===== src/rtl/taxi_pkg.sv =====
// rtl/taxi_pkg.sv - taxi fare controller shared state encoding, default fares and BCD helpers
package taxi_pkg;

   typedef enum logic [1:0] {
      S_IDLE = 2'd0,
      S_RUN  = 2'd1,
      S_WAIT = 2'd2,
      S_DONE = 2'd3
   } taxi_state_t;

   localparam int DEF_BASE_FARE = 10;
   localparam int DEF_BASE_DIST = 3;
   localparam int DEF_UNIT_RATE = 2;
   localparam int DEF_WAIT_RATE = 1;

   // Values up to 127 are accepted; callers clamp to 99 before converting.
   function automatic logic [7:0] bin_to_bcd2(input logic [6:0] v);
      logic [3:0] tens;
      logic [3:0] ones;
      tens = 4'(v / 7'd10);
      ones = 4'(v % 7'd10);
      return {tens, ones};
   endfunction

   function automatic logic [6:0] bcd2_to_bin(input logic [7:0] b);
      return 7'(b[7:4]) * 7'd10 + 7'(b[3:0]);
   endfunction

   function automatic logic [9:0] bcd3_to_bin(input logic [11:0] b);
      return 10'(b[11:8]) * 10'd100 + 10'(b[7:4]) * 10'd10 + 10'(b[3:0]);
   endfunction

endpackage


===== src/rtl/bcd_sat_add.sv =====
// rtl/bcd_sat_add.sv - combinational 2-digit BCD adder saturating at 99
module bcd_sat_add
   import taxi_pkg::*;
(
   input  logic [7:0] a,
   input  logic [7:0] b,
   output logic [7:0] sum
);

   logic [7:0] bin_sum;

   always_comb begin
      bin_sum = {1'b0, bcd2_to_bin(a)} + {1'b0, bcd2_to_bin(b)};
      if (bin_sum > 8'd99)
         sum = 8'h99;
      else
         sum = bin_to_bcd2(bin_sum[6:0]);
   end

endmodule


===== src/rtl/taxi_fare_ctrl.sv =====
// rtl/taxi_fare_ctrl.sv - taxi meter: trip FSM, BCD distance/time counters, fare accumulation
// Optional macro TAXI_NIGHT_RATE_EN adds a night input raising the per-unit distance charge by 1.
module taxi_fare_ctrl
   import taxi_pkg::*;
#(
   parameter int BASE_FARE = DEF_BASE_FARE,
   parameter int BASE_DIST = DEF_BASE_DIST,
   parameter int UNIT_RATE = DEF_UNIT_RATE,
   parameter int WAIT_RATE = DEF_WAIT_RATE
) (
   input  logic        clk,
   input  logic        rst_n,
   input  logic        start,
   input  logic        stop,
   input  logic        wait_req,
   input  logic        clr,
   input  logic        dist_pulse,
   input  logic        tick_1hz,
`ifdef TAXI_NIGHT_RATE_EN
   input  logic        night,
`endif
   output logic [11:0] distance,
   output logic [3:0]  m,
   output logic [7:0]  s,
   output logic [7:0]  expense,
   output logic [1:0]  state
);

   localparam logic [7:0] BASE_FARE_BCD = bin_to_bcd2(7'(BASE_FARE));
   localparam logic [6:0] UNIT_CHG      = 7'(UNIT_RATE);
   localparam logic [6:0] NIGHT_CHG     = 7'(UNIT_RATE + 1);
   localparam logic [6:0] WAIT_CHG      = 7'(WAIT_RATE);

   taxi_state_t state_q, state_d;
   logic [5:0]  wait_sec;

   logic        trip_start;
   logic        trip_clr;
   logic        trip_active;
   logic        dist_count;
   logic        dist_chg;
   logic        wait_tick;
   logic        wait_wrap;
   logic [6:0]  dist_rate;
   logic [6:0]  add_bin;
   logic [7:0]  add_bcd;
   logic [7:0]  exp_sum;

   always_ff @(posedge clk or negedge rst_n) begin
      if (!rst_n)
         state_q <= S_IDLE;
      else
         state_q <= state_d;
   end

   // In an active trip stop outranks start; in IDLE/DONE start outranks clr and stop.
   always_comb begin
      state_d = state_q;
      case (state_q)
         S_IDLE: if (start) state_d = S_RUN;
         S_RUN: begin
            if (stop)          state_d = S_DONE;
            else if (wait_req) state_d = S_WAIT;
         end
         S_WAIT: begin
            if (stop)           state_d = S_DONE;
            else if (!wait_req) state_d = S_RUN;
         end
         S_DONE: begin
            if (start)    state_d = S_RUN;
            else if (clr) state_d = S_IDLE;
         end
         default: state_d = S_IDLE;
      endcase
   end

`ifdef TAXI_NIGHT_RATE_EN
   assign dist_rate = night ? NIGHT_CHG : UNIT_CHG;
`else
   assign dist_rate = UNIT_CHG;
   logic unused_night_chg;
   assign unused_night_chg = ^NIGHT_CHG;
`endif

   // The cycle that enters WAIT already accrues waiting time, so a counted
   // distance pulse and a wait-minute rollover can land in the same cycle.
   always_comb begin
      trip_start  = ((state_q == S_IDLE) || (state_q == S_DONE)) && start;
      trip_clr    = (state_q == S_DONE) && clr && !start;
      trip_active = (state_q == S_RUN) || (state_q == S_WAIT);
      dist_count  = (state_q == S_RUN) && dist_pulse;
      dist_chg    = dist_count && (bcd3_to_bin(distance) >= 10'(BASE_DIST));
      wait_tick   = tick_1hz &&
                    ((state_q == S_WAIT) || ((state_q == S_RUN) && wait_req && !stop));
      wait_wrap   = wait_tick && (wait_sec == 6'd59);
      add_bin     = (dist_chg ? dist_rate : 7'd0) + (wait_wrap ? WAIT_CHG : 7'd0);
      add_bcd     = bin_to_bcd2((add_bin > 7'd99) ? 7'd99 : add_bin);
   end

   bcd_sat_add u_exp_add (
      .a   (expense),
      .b   (add_bcd),
      .sum (exp_sum)
   );

   always_ff @(posedge clk or negedge rst_n) begin
      if (!rst_n) begin
         distance <= 12'h000;
         m        <= 4'd0;
         s        <= 8'h00;
         expense  <= 8'h00;
         wait_sec <= 6'd0;
      end else if (trip_start) begin
         distance <= 12'h000;
         m        <= 4'd0;
         s        <= 8'h00;
         expense  <= BASE_FARE_BCD;
         wait_sec <= 6'd0;
      end else if (trip_clr) begin
         distance <= 12'h000;
         m        <= 4'd0;
         s        <= 8'h00;
         expense  <= 8'h00;
         wait_sec <= 6'd0;
      end else if (trip_active) begin
         if (dist_count && (distance != 12'h999)) begin
            if (distance[3:0] != 4'd9) begin
               distance[3:0] <= distance[3:0] + 4'd1;
            end else begin
               distance[3:0] <= 4'd0;
               if (distance[7:4] != 4'd9) begin
                  distance[7:4] <= distance[7:4] + 4'd1;
               end else begin
                  distance[7:4]  <= 4'd0;
                  distance[11:8] <= distance[11:8] + 4'd1;
               end
            end
         end

         if (tick_1hz && !((m == 4'd9) && (s == 8'h59))) begin
            if (s == 8'h59) begin
               s <= 8'h00;
               m <= m + 4'd1;
            end else if (s[3:0] == 4'd9) begin
               s <= {s[7:4] + 4'd1, 4'd0};
            end else begin
               s <= s + 8'd1;
            end
         end

         if (wait_tick)
            wait_sec <= wait_wrap ? 6'd0 : wait_sec + 6'd1;

         if (dist_chg || wait_wrap)
            expense <= exp_sum;
      end
   end

   assign state = state_q;

endmodule


===== config.mk =====
export PLATFORM = sky130hd
export DESIGN_NAME = taxi_fare_ctrl
export DESIGN_NICKNAME = d
export VERILOG_FILES = /design/src/rtl/taxi_pkg.sv /design/src/rtl/bcd_sat_add.sv /design/src/rtl/taxi_fare_ctrl.sv
export SDC_FILE = /design/constraint.sdc
export NUM_CORES = 1
export LEC_CHECK = 0
export CAP_MARGIN = 20
export CELL_PAD_IN_SITES_DETAIL_PLACEMENT = 0
export CELL_PAD_IN_SITES_GLOBAL_PLACEMENT = 2
export CORE_MARGIN = 3
export CORE_UTILIZATION = 36
export CTS_BUF_LIST = sky130_fd_sc_hd__clkbuf_16
export DETAILED_ROUTE_END_ITERATION = 7
export GPL_ROUTABILITY_DRIVEN = 0
export PLACE_DENSITY_LB_ADDON = 0.08
export SYNTH_ARGS = -nofsm -noshare
export SYNTH_HDL_FRONTEND = slang
export SYNTH_HIERARCHICAL = 1
export SYNTH_SLANG_ARGS = --single-unit

===== constraint.sdc =====
create_clock -name clk -period 7.35 [get_ports clk]
set_clock_uncertainty 0.2 [all_clocks]
set_input_delay 0.735 -clock clk [delete_from_list [all_inputs] [get_ports clk]]
set_output_delay 0.735 -clock clk [all_outputs]
set_load 0.005 [all_outputs]

==> flow_metrics.tcl, run 1 <==
set metrics [dict create \
    synth.most_common_cell "ha_1" \
    async_reset_ff_frac 1.00 \
    drive_gt1_frac 0.0762 \
    dr.pass1.iters 4 \
    worstSetupEndpointType "flip-flop" \
    routed_via_density 5.48 \
    avgSynthCellArea_um2 8.91 \
    drtIter0Drc 199 \
    drc 0 \
    io_buffers 41 \
    yosys-top-cells-area "dfrtp_1 23%, ha_1 18%, fa_1 4.7%, nor2_1 3.5%, o21ai_0 3.4%" \
    path_class "flip-flop to flip-flop" \
    synthMuxAreaShare 0.0242 \
    syn_inst 482 \
    hold_class "primary input to asynchronous set/reset pin" \
    grt_pass1_wl_um 18400 \
    dieWidth_um 115 \
    drt-wirelength-per-cell_um 15.8 \
    crit_fanout 7 \
    final_util 0.442 \
    antenna_found_initial 0 \
    cts_sinks 40 \
    vias 3733 \
    maxCapViolCount 0 \
    relSlewSlack 0.405 \
    hold_viol_final 0 \
    worst_pin_slew_ns 0.886 \
    synthAdderAreaFrac 0.227 \
    dieHeight_um 115 \
    tns_ns 0 \
    ys_seq_elements 40 \
    overflow 0 \
    synth_edf_count 0 \
    yosys_warnings 6 \
    hpwl_um 8350 \
    cts_hold_buf 0 \
    instances_no_fill 681 \
    clk_pin_slew_worst_paths_ns 0.06 \
    arrival_ns 6.79 \
    setup_viol 0 \
    synth-xor-area-share 0.0571 \
    worst_skew_pair.late_latency_ns 0.28 \
    yosysTopAreaCell "dfrtp_1" \
    die_area_um2 13300 \
    htreeDepth 2 \
    clock.fmax_mhz 146 \
    cts_buffer_depth 2 \
    yosys.area.top_type_share 0.233 \
    synth_commonest_cells "62 x ha_1, 40 x dfrtp_1, 40 x nor2_1" \
    seq_area_frac_synth 0.233 \
    cts_buffers 5 \
    ant_nets 0 \
    start_util 0.373 \
    num_io_pins 42 \
    required_ns 7.31 \
    ys_types 69 \
    wirelength_um 10700 \
    start_kind "flip-flop" \
    synthesis.area_um2 4300 \
    fin_crit_sh 0.929 \
    area_delta_synth_final_pct 18.4 \
    synth_compound_area_frac 0.218 \
    cts_tree "done" \
    synth-simple-area-share 0.200 \
    final_nets 617 \
    grt_use_total 0.171 \
    grt_pass1_vias 3739 \
    core_um2 11500 \
    slew_viol_final 0 \
    antenna_cells 0 \
    synth-main-ff-cell "dfrtp_1" \
    min_period_ns 6.83 \
    synth_top_family_by_area "adder cells" \
    rsz0062_at_grt "false" \
    clk_root_buffer_cell "clkbuf_16" \
    status "finished, final reports clean" \
    rows 39 \
    dp.cells 671 \
    grt_max_degree 41 \
]
worst max-delay path, stage by stage, from the launching register on:
cell	delay, ns
dfrtp_1	0.47
ha_1	0.33
ha_1	0.23
fa_1	0.38
xor2_1	0.16
ha_1	0.28
ha_1	0.36
nor2b_1	0.17
a2111o_1	0.38
a31oi_1	0.15
nor4b_4	0.25
a21oi_1	0.11
ha_1	0.36
fa_2	0.42
a211oi_4	0.29
buf_4	0.17
o21ba_2	0.15
o21ai_1	0.14
and3_4	0.23
o31ai_2	0.30
ha_2	0.29
inv_1	0.05
a31oi_1	0.13
o211ai_1	0.09
nand2b_1	0.16
or2_2	0.28
mux2i_1	0.12
a2111oi_1	0.07
routing by layer:
layer  up-vias  share of wire  global-route usage
met5         -              0                   0
met4         0          0.016              0.0462
met3        12          0.038              0.0253
met2        84           0.48               0.294
met1      1782           0.47               0.223
li1       1855              -                   -
layout make-up:
class                   count  area [µm²]
clock buffers               5         125
clock inverters             3        13.8
fillers                  1177        6430
inverters                  29         109
multi-input cells         415        3200
flip-flops and latches     40        1000
well taps                 143         179
repair buffers             46         463
path summary, 6_finish.rpt:
check                             from  cells past startpoint           to  slack (ns)
max                        distance[5]                     27   expense[4]        0.52
max in group asynchronous        rst_n                      2   expense[2]        6.22
min reg2reg                wait_sec[5]                      1  wait_sec[5]        0.29
min in group clk           wait_sec[5]                      1  wait_sec[5]        0.29
min                              rst_n                      1         m[2]        0.23
max reg2reg                distance[5]                     27   expense[4]        0.52
kinds of logic (layout without fill, tap and decap cells):
| kind of cell | Yosys count | in the layout |
|---|---|---|
| simple gates | 164 | 164 |
| compound gates | 129 | 129 |
| fa+ha+maj | 72 | 72 |
| flops | 40 | 40 |
| buf+inv | 38 | 83 |
| xor+xnor | 28 | 28 |
| mux | 10 | 10 |
| other cells | 1 | 12 |
per-stage QoR:
step	instance area [µm²]	setup WS [ns]	hold slack, ns
2_1_floorplan	4340	0.719	0.239
3_3_place_gp	4890	0.533	0.275
3_5_place_dp	4890	0.302	0.281
4_1_cts	5030	0.319	0.290
5_1_grt	5090	0.0668	0.257
6_report	5090	0.519	0.227
placed cells by master, fill, tap and decap left out, types with 6 or more instances in the layout:
cell,Yosys,routed
inv_1,29,29
nand3_1,17,16
ha_1,62,61
nor2_1,40,40
fa_1,10,9
xor2_1,15,15
nor2b_1,7,7
conb_1,1,12
dfrtp_1,40,40
clkdlybuf4s50_1,0,40
o21ai_0,29,29
a21oi_1,25,25
mux2i_1,7,6
o31ai_1,7,6
and2_1,6,6
nand2b_1,8,8
xnor2_1,13,13
a22o_1,9,9
nor3_1,12,12
nand2_1,36,36
and3_1,6,6
timing repair:
| item | CTS | global route |
|---|---|---|
| buffers inserted | 0 | 1 |
| setup endpoints to repair | 0 | 2 |
| resized for setup | 0 | 5 |
| endpoints found under the hold margin | 0 | 0 |
state kept, by name, indices dropped and copies added (netlist names):
name and flops:
state 2, distance 12, m 4, s 8
expense 8, wait_sec 6
Power of run 1 is not shown: default switching activity piles up to over one toggle a cycle in this logic, so the estimate is an artifact.
==> run 2: changes to the inputs <==
Settings changed: MAX_ROUTING_LAYER set to met4.
==> run 2 against run 1 <==
Critical path depth did not move; global-route usage rose by 0.53 points; non-clock buffer count did not move; die area did not move; via count rose by 0.62%; count of clock-buffer cells in the layout did not move; hold slack got worse by 0.0037 ns; fmax fell by 0.18%; register-to-register slack barely moved; flip-flop and latch count did not move; first-iteration DRC count fell by 9.5%; critical endpoint unchanged; largest cell class unchanged.
==> flow_metrics.tcl, run 2 (same netlist as run 1, synthesis figures left out) <==
set metrics [dict create \
    final_nets 617 \
    arrival_ns 6.80 \
    hold_class "primary input to asynchronous set/reset pin" \
    mostFrequentLayoutCells "61 x ha_1, 40 x nor2_1, 40 x dfrtp_1, 40 x clkdlybuf4s50_1, 36 x nand2_1" \
    max_stage_delay_ns 0.47 \
    regMostFlops "distance" \
    status "finished, final reports clean" \
    grt_max_degree 41 \
    crit_buf_inv 1 \
    drt-wirelength-per-cell_um 15.8 \
    antenna_cells 0 \
    reg_top3 "distance (12), expense (8), s (8)" \
    htreeDepth 2 \
    drtIter0Drc 180 \
    fin_crit_sh 0.931 \
    mostFrequentLayoutCell "ha_1" \
    area_delta_synth_final_pct 18.4 \
    clk_root_buffer_cell "clkbuf_16" \
    drive_gt1_frac 0.0762 \
    hpwl_um 8350 \
    path_class "flip-flop to flip-flop" \
    clk_pin_slew_worst_paths_ns 0.06 \
    cpMostUsedCell "ha_1" \
    overflow 0 \
    worst_pin_slew_ns 0.872 \
    grt_use_total 0.176 \
    dieWidth_um 115 \
    regArea_um2 1000 \
    worstSetupEndpointType "flip-flop" \
    wirelength_um 10800 \
    vias 3756 \
    setup_viol 0 \
    critical-path-slowest-cell "dfrtp_1" \
    routed_via_density 5.52 \
    start_kind "flip-flop" \
    largest_reg_flops 12 \
    antenna_found_initial 0 \
    cts_buffers 5 \
    clock.fmax_mhz 146 \
    core_um2 11500 \
    cts_sinks 40 \
    cp_top_family "adder cells" \
    relSlewSlack 0.414 \
    worst_skew_pair.late_latency_ns 0.28 \
    maxCapViolCount 0 \
    die_area_um2 13300 \
    min_period_ns 6.84 \
    cts_tree "done" \
    slew_viol_final 0 \
    grt_pass1_wl_um 18400 \
    dieHeight_um 115 \
    start_util 0.373 \
    rows 39 \
    crit_fanout 9 \
    ant_nets 0 \
    tns_ns 0 \
    fill_cells 1177 \
    dr.pass1.iters 5 \
    multi_input_area_um2 3200 \
    num_io_pins 42 \
    grt_pass1_vias 3745 \
    required_ns 7.31 \
    drc 0 \
    hold_ws_ns 0.223 \
    rsz0062_at_grt "false" \
    cts_buffer_depth 2 \
    hold_viol_final 0 \
    io_buffers 41 \
]
run 2: cell counts in the layout (fill, tap and decap cells not counted):
No cell type changed its count.
run 2: per-stage QoR:
step                      std cells  area [µm²]   util  worst slack, ns
after floorplan                 493        4340      -            0.719
final                           681        5090  0.442            0.507
after global placement          671        4890  0.425            0.533
after detailed placement        671        4890  0.425            0.302
after global routing            681        5090  0.442           0.0685
after CTS                       679        5030  0.437            0.319
run 2: worst reg2reg max path, delay by kind of cell, from the launching register on:
| family | cells | cell delay, ns |
|---|---|---|
| and+or+nand+nor | 7 | 1.31 |
| DFF | 1 | 0.47 |
| xor gates and xnor gates | 1 | 0.16 |
| muxes | 1 | 0.13 |
| buffers and inverters | 1 | 0.05 |
| adders and majority gates | 8 | 2.55 |
| AOI/OAI and AO/OA | 9 | 1.89 |
run 2: layout make-up:
class                           instances  area share
Tap cell                              143      0.0352
Clock buffer                            5      0.0246
Sequential cell                        40       0.197
Inverter                               29      0.0214
Clock inverter                          3     0.00271
Timing Repair Buffer                   46      0.0910
Multi-Input combinational cell        415       0.628
run 2: worst paths after layout:
path,cells past startpoint,slack (ns),endpoint,start
setup / recovery,27,0.51,expense[4],distance[5]
hold / removal,1,0.22,m[2],rst_n
setup reg to reg,27,0.51,expense[4],distance[5]
hold reg to reg,1,0.29,wait_sec[5],wait_sec[5]
max in group asynchronous,2,6.23,wait_sec[5],rst_n
min in group clk,1,0.29,wait_sec[5],wait_sec[5]
run 2: what timing repair did:
item                                    in CTS  in global routing
hold buffers                                 0                  0
endpoints found under the setup margin       0                  2
setup buffers                                0                  1
resized for setup                            0                  5
run 2: per-layer routing:
layer | wire, µm | track usage | vias up | share of wire
li1 | - | - | 1853 | -
met5 | 0 | - | - | 0
met3 | 435 | 0.0242 | 12 | 0.040
met1 | 4990 | 0.224 | 1802 | 0.46
met4 | 169 | 0.0462 | 0 | 0.016
met2 | 5170 | 0.294 | 89 | 0.48
Power of run 2 is left out for the same reason.
